$ cat src/rtl/umtrx_rx_sample_mux.sv
// Multi-channel RX sample collector.
// Each DDC channel k is qualified by in_strobe[k] & adc_stb & run_o[k] & ~clear_o[k].
// Every accepted sample is stored together with vita_time in a per-channel FIFO.
// A round-robin arbiter merges the FIFOs into one tagged, backpressured stream.
//
// Ports:
//   clk, rst            single clock, synchronous active-high reset
//   set_stb/addr/data   settings writes: BASE+0 enable mask, BASE+1 clear request
//   adc_stb             shared sample-rate qualifier
//   in_sample           NCH packed samples, channel k at [k*SWIDTH +: SWIDTH]
//   in_strobe           per-channel sample valid
//   vita_time           timestamp captured with each accepted sample
//   run_o               per-channel run (registered enable mask)
//   clear_o             one-cycle per-channel clear pulse
//   overrun             sticky per-channel FIFO overflow flag
//   o_tdata/o_time      {tag, sample} and its timestamp
//   o_tvalid/o_tready   output handshake
module umtrx_rx_sample_mux #(
  parameter int unsigned NCH        = 2,
  parameter int unsigned SWIDTH     = 32,
  parameter int unsigned CHW        = 2,
  parameter int unsigned DEPTH_LOG2 = 4,
  parameter int unsigned BASE       = 0
) (
  input  logic                  clk,
  input  logic                  rst,
  input  logic                  set_stb,
  input  logic [7:0]            set_addr,
  input  logic [31:0]           set_data,
  input  logic                  adc_stb,
  input  logic [NCH*SWIDTH-1:0] in_sample,
  input  logic [NCH-1:0]        in_strobe,
  input  logic [63:0]           vita_time,
  output logic [NCH-1:0]        run_o,
  output logic [NCH-1:0]        clear_o,
  output logic [NCH-1:0]        overrun,
  output logic [CHW+SWIDTH-1:0] o_tdata,
  output logic [63:0]           o_time,
  output logic                  o_tvalid,
  input  logic                  o_tready
);

  localparam int unsigned Depth      = 2 ** DEPTH_LOG2;
  localparam int unsigned EntryW     = SWIDTH + 64;
  localparam logic [7:0]  AddrEnable = 8'(BASE);
  localparam logic [7:0]  AddrClear  = 8'(BASE + 1);

  // One extra pointer bit distinguishes full from empty.
  typedef logic [DEPTH_LOG2:0] ptr_t;

  logic [NCH-1:0] run_q, run_d;
  logic [NCH-1:0] clear_q, clear_d;
  logic [NCH-1:0] overrun_q, overrun_d;

  ptr_t wr_ptr_q [NCH];
  ptr_t wr_ptr_d [NCH];
  ptr_t rd_ptr_q [NCH];
  ptr_t rd_ptr_d [NCH];

  logic [EntryW-1:0] mem_q [NCH][Depth];
  logic [EntryW-1:0] head [NCH];

  logic [NCH-1:0] clr_req, accept, empty, full, avail, pop, push, ovf_set;

  logic [CHW-1:0]    rr_q, rr_d;
  logic [CHW-1:0]    grant_idx;
  logic              grant_vld;
  logic [EntryW-1:0] grant_entry;
  logic              load_en;

  logic                  out_vld_q, out_vld_d;
  logic [CHW+SWIDTH-1:0] out_data_q, out_data_d;
  logic [63:0]           out_time_q, out_time_d;

  logic unused_set_data;
  assign unused_set_data = ^set_data[31:NCH];

  // Per-channel status.
  always_comb begin
    for (int k = 0; k < NCH; k++) begin
      clr_req[k] = set_stb && (set_addr == AddrClear) && set_data[k];
      accept[k]  = in_strobe[k] && adc_stb && run_q[k] && !clear_q[k];
      empty[k]   = (wr_ptr_q[k] == rd_ptr_q[k]);
      full[k]    = (wr_ptr_q[k][DEPTH_LOG2] != rd_ptr_q[k][DEPTH_LOG2]) &&
                   (wr_ptr_q[k][DEPTH_LOG2-1:0] == rd_ptr_q[k][DEPTH_LOG2-1:0]);
      // A channel being cleared this cycle is not granted: its contents are discarded.
      avail[k]   = !empty[k] && !clr_req[k];
      head[k]    = mem_q[k][rd_ptr_q[k][DEPTH_LOG2-1:0]];
    end
  end

  // Round-robin grant: lowest available channel at or above rr_q, else lowest overall.
  always_comb begin
    grant_vld   = 1'b0;
    grant_idx   = '0;
    grant_entry = '0;
    for (int k = NCH - 1; k >= 0; k--) begin
      if (avail[k] && (CHW'(k) >= rr_q)) begin
        grant_vld = 1'b1;
        grant_idx = CHW'(k);
      end
    end
    if (!grant_vld) begin
      for (int k = NCH - 1; k >= 0; k--) begin
        if (avail[k]) begin
          grant_vld = 1'b1;
          grant_idx = CHW'(k);
        end
      end
    end
    for (int k = 0; k < NCH; k++) begin
      if (grant_idx == CHW'(k)) begin
        grant_entry = head[k];
      end
    end
  end

  // Next-state logic.
  always_comb begin
    load_en    = !out_vld_q || o_tready;
    run_d      = run_q;
    clear_d    = clr_req;
    out_vld_d  = out_vld_q;
    out_data_d = out_data_q;
    out_time_d = out_time_q;
    rr_d       = rr_q;

    if (set_stb && (set_addr == AddrEnable)) begin
      run_d = set_data[NCH-1:0];
    end

    if (load_en) begin
      out_vld_d = grant_vld;
      if (grant_vld) begin
        out_data_d = {grant_idx, grant_entry[EntryW-1:64]};
        out_time_d = grant_entry[63:0];
        rr_d       = (grant_idx == CHW'(NCH - 1)) ? '0 : grant_idx + CHW'(1);
      end
    end

    for (int k = 0; k < NCH; k++) begin
      pop[k]       = load_en && grant_vld && (grant_idx == CHW'(k));
      // A pop in the same cycle frees the slot, so a full FIFO still takes the write.
      push[k]      = accept[k] && !clr_req[k] && (!full[k] || pop[k]);
      ovf_set[k]   = accept[k] && !clr_req[k] && full[k] && !pop[k];
      overrun_d[k] = (overrun_q[k] && !clr_req[k]) || ovf_set[k];
      wr_ptr_d[k]  = wr_ptr_q[k] + ptr_t'(push[k]);
      rd_ptr_d[k]  = clr_req[k] ? wr_ptr_q[k] : rd_ptr_q[k] + ptr_t'(pop[k]);
    end
  end

  always_ff @(posedge clk) begin
    if (rst) begin
      run_q      <= '0;
      clear_q    <= '0;
      overrun_q  <= '0;
      rr_q       <= '0;
      out_vld_q  <= 1'b0;
      out_data_q <= '0;
      out_time_q <= '0;
      for (int k = 0; k < NCH; k++) begin
        wr_ptr_q[k] <= '0;
        rd_ptr_q[k] <= '0;
      end
    end else begin
      run_q      <= run_d;
      clear_q    <= clear_d;
      overrun_q  <= overrun_d;
      rr_q       <= rr_d;
      out_vld_q  <= out_vld_d;
      out_data_q <= out_data_d;
      out_time_q <= out_time_d;
      for (int k = 0; k < NCH; k++) begin
        wr_ptr_q[k] <= wr_ptr_d[k];
        rd_ptr_q[k] <= rd_ptr_d[k];
      end
    end
  end

  // FIFO storage needs no reset; validity is tracked by the pointers.
  always_ff @(posedge clk) begin
    for (int k = 0; k < NCH; k++) begin
      if (push[k]) begin
        mem_q[k][wr_ptr_q[k][DEPTH_LOG2-1:0]] <= {in_sample[k*SWIDTH +: SWIDTH], vita_time};
      end
    end
  end

  assign run_o    = run_q;
  assign clear_o  = clear_q;
  assign overrun  = overrun_q;
  assign o_tvalid = out_vld_q;
  assign o_tdata  = out_data_q;
  assign o_time   = out_time_q;

endmodule

$ cat config.mk
export PLATFORM = sky130hd
export DESIGN_NAME = umtrx_rx_sample_mux
export DESIGN_NICKNAME = d
export VERILOG_FILES = /design/src/rtl/umtrx_rx_sample_mux.sv
export SDC_FILE = /design/constraint.sdc
export NUM_CORES = 2
export LEC_CHECK = 0
export BUFFER_PORTS_ARGS = -buffer_cell sky130_fd_sc_hd__buf_2
export CORE_ASPECT_RATIO = 2
export CORE_MARGIN = 3
export CORE_UTILIZATION = 50
export CTS_CLUSTER_DIAMETER = 30
export DETAILED_ROUTE_END_ITERATION = 7
export GPL_TIMING_DRIVEN = 0
export HOLD_SLACK_MARGIN = 0.05
export PLACE_DENSITY = 0.69
export SETUP_SLACK_MARGIN = 0.4
export SLEW_MARGIN = 20
export SYNTH_ARGS = -nofsm -noshare
export SYNTH_HDL_FRONTEND = slang
export SYNTH_SLANG_ARGS = --single-unit
$ cat constraint.sdc
create_clock -name clk -period 15.4 [get_ports clk]
set_input_delay 3.08 -clock clk [delete_from_list [all_inputs] [get_ports clk]]
set_output_delay 3.08 -clock clk [all_outputs]
set_load 0.005 [all_outputs]
==> reports/qor.txt <==
DRC -> 0
Num CTS Buffers -> 341
Synth Flop Type -> edfxtp_1
# resized after CTS -> 0
Worst path slowest cell -> nor4b_2
Synth Area in XOR/XNOR -> 0.00178
Synth Area per Inst -> 21.3 um2
Core Area -> 242,000 um2
worst-skew pair later-pin latency -> 0.89 ns
first-pass GRT wire length -> 515,000 um
Final setup viols -> 0
most common cell after layout, fill and taps aside -> edfxtp_1
Max-cap violations -> 0
DR pass1 iterations -> 6
Max FO, Critical Path -> 8
pwr dens -> 138 nW/um2
RePlAce Congestion -> 0.900
Synth Area in Compound Gates -> 0.0440
postcts setup bufs -> 0
die area -> 250,000 um2
Post-synth EDFFs -> 3,072
sequential area share after synthesis -> 0.777
Vias -> 66,900
fin cells -> 10,500
Final Hold Violating Endpoints -> 0
area of the multi-input gates -> 26,100 um2
die height -> 705 um
mapped cell area -> 122,000 um2
relative slew slack -> 0.151
Tightest Hold Check Type -> register to register
CP most frequent cell -> buf_2
syn_nets -> 5,897
clk buf depth -> 4
Period minus WS final -> 7.48 ns
Power Total -> 19.8 mW
Cell variety after synth -> 54
Clock Sinks -> 3,197
RSZ-0062 raised after global routing -> false
peak supply drop -> 0.110 mV
Routed Antenna Nets -> 0
Synth Register Bits -> 3,197
remaining global-route overflow -> 0
setup tns final -> 0 ns
Buf+Inv Stages, Crit Path -> 9
length of routed wiring on met1 -> 113,000 um
vias in the first global route -> 69,100
Max Freq -> 134 MHz
worst-margin pin slew -> 1.27 ns
Tot GR Track Use -> 0.294
Final Max Tran Viols -> 0
met3 WL -> 31,300 um
FILL cells -> 17,300
synth warn -> 0
Avg WL per Cell -> 35.2 um
HPWL Detailed -> 270,000 um
cell count after placement -> 9,837
FP Rows -> 255
FF/Latch Area -> 94,800 um2
crit path DAT -> 8.03 ns
total I/O pin count -> 280
Final Skew -> 0.0584 ns
dpl ws -> 7.27 ns
outcome -> finished, final reports clean
Simple-Gate Fraction of Synth Area -> 0.0188
Async S/R FF share, synth -> 0
Worst path top cell family by delay -> buffers and inverters
Die W -> 355 um
drt via density -> 6.39
adder-cell share of the synthesized area -> 0.000821
main combinational cell family by area after synthesis -> multiplexers
worst setup margin -> 7.92 ns
placed cell area -> 132,000 um2
routed wl met2 -> 189,000 um
CP Capture Type -> register
Routed WL -> 369,000 um
Layout Nets -> 7,151
Worst EP required -> 15.95 ns
post-route clock period utilization -> 0.486
critical path class -> input pin to register
CP peak stage delay -> 0.99 ns
CP Launch Type -> input pin
fraction of layout cells with a size suffix above 1 -> 0.328
CTS tree -> built
H-tree Lvls -> 5
commonest cells after routing, fill and taps aside -> edfxtp_1, buf_2, mux4_2, clkbuf_16, buf_4
Layout area overhead -> 17.9%
# port buffers -> 247
Clock Pin Slew Worst Setup and Hold Paths -> 0.06 ns
Leak -> 46.4 nW
clk root buf -> clkbuf_16
largest net degree at the start of global routing -> 33
post-synthesis cell count -> 5,714
Hold Buf Count CTS -> 0
Highest Signal Layer -> met5
fin area -> 144,000 um2
CP Cell Sequence -> buf_2 > or4b_1 > buf_2 > o32a_1 > a21boi_1 > a211oi_4 > nor4b_2 > buf_2 > buf_2 > buf_2 > buf_4 > buf_2 > buf_2 > buf_2
post-synthesis mux area share -> 0.144
initial drt markers -> 8,249
Starting Density -> 0.504
initial antenna violation count -> 63
-- cells by family (layout without fill, tap and decap cells) --
family	count (synthesis)	count (layout)
DFF	3197	3197
buffers and inverters	385	1914
adders and majority gates	8	8
AOI/OAI and AO/OA	732	732
xor gates and xnor gates	24	24
other	1	27
muxes	955	955
and+or+nand+nor	412	412
-- metrics by stage --
| stage | hold WS [ns] | utilization |
|---|---|---|
| 4_1_cts | 0.462 | 0.595 |
| 6_report | 0.461 | 0.595 |
| 3_3_place_gp | 0.444 | 0.526 |
| 3_5_place_dp | 0.449 | 0.547 |
| 2_1_floorplan | 0.461 | - |
| 5_1_grt | 0.480 | 0.595 |
-- state kept, by name (all words and copies together), names as in the netlist --
signal / flops
o_tdata: 33
wr_ptr_q: 10
run_o: 2
clear_o: 2
o_tvalid: 1
rr_q: 1
overrun: 2
o_time: 64
rd_ptr_q: 10
mem_q: 3072
-- synth_stat cells (all sizes together) (71+ instances only) --
cell,instances,area (um2)
o21ai,130,654
mux4,640,14400
dfxtp,125,2500
mux2i,315,3150
a2111oi,98,858
buf,168,867
edfxtp,3072,92200
clkbuf,210,788
a22oi,128,961
a221oi,128,1120
o22ai,71,444
nand3,84,420
and2,131,820
a211o,80,701
-- per-layer routing --
| layer | GRT usage | vias to the layer above |
|---|---|---|
| li1 | - | 26900 |
| met1 | 0.316 | 34800 |
| met2 | 0.505 | 3991 |
| met3 | 0.0584 | 1177 |
| met4 | 0.231 | 34 |
| met5 | 0 | - |
-- area by class of cell --
cell class	instances	area share
flip-flops and latches	3197	0.659
multi-input cells	2132	0.181
clock buffers	382	0.0618
repair buffers	911	0.0402
well taps	3212	0.0279
clock inverters	236	0.0180
plain buffers	378	0.0117
diodes	26	0.000452
inverters	7	0.000183
-- worst paths after layout --
check / from / to / slack, ns / cells after the start
max: set_stb / mem_q[0][2768] / 7.92 / 14
min: o_time[7] / o_time[7] / 0.46 / 1
max reg2reg: rd_ptr_q[0][6] / mem_q[0][2768] / 9.96 / 13
min reg2reg: o_time[7] / o_time[7] / 0.46 / 1
-- power breakdown --
group	internal [mW]	leakage [nW]	switching [mW]	total, mW
clock network	4.76	5.54	3.58	8.34
registers	9.59	28.6	0.108	9.70
logic	0.697	12.2	1.11	1.80
Note: power is estimated with default switching activity, not from simulation.
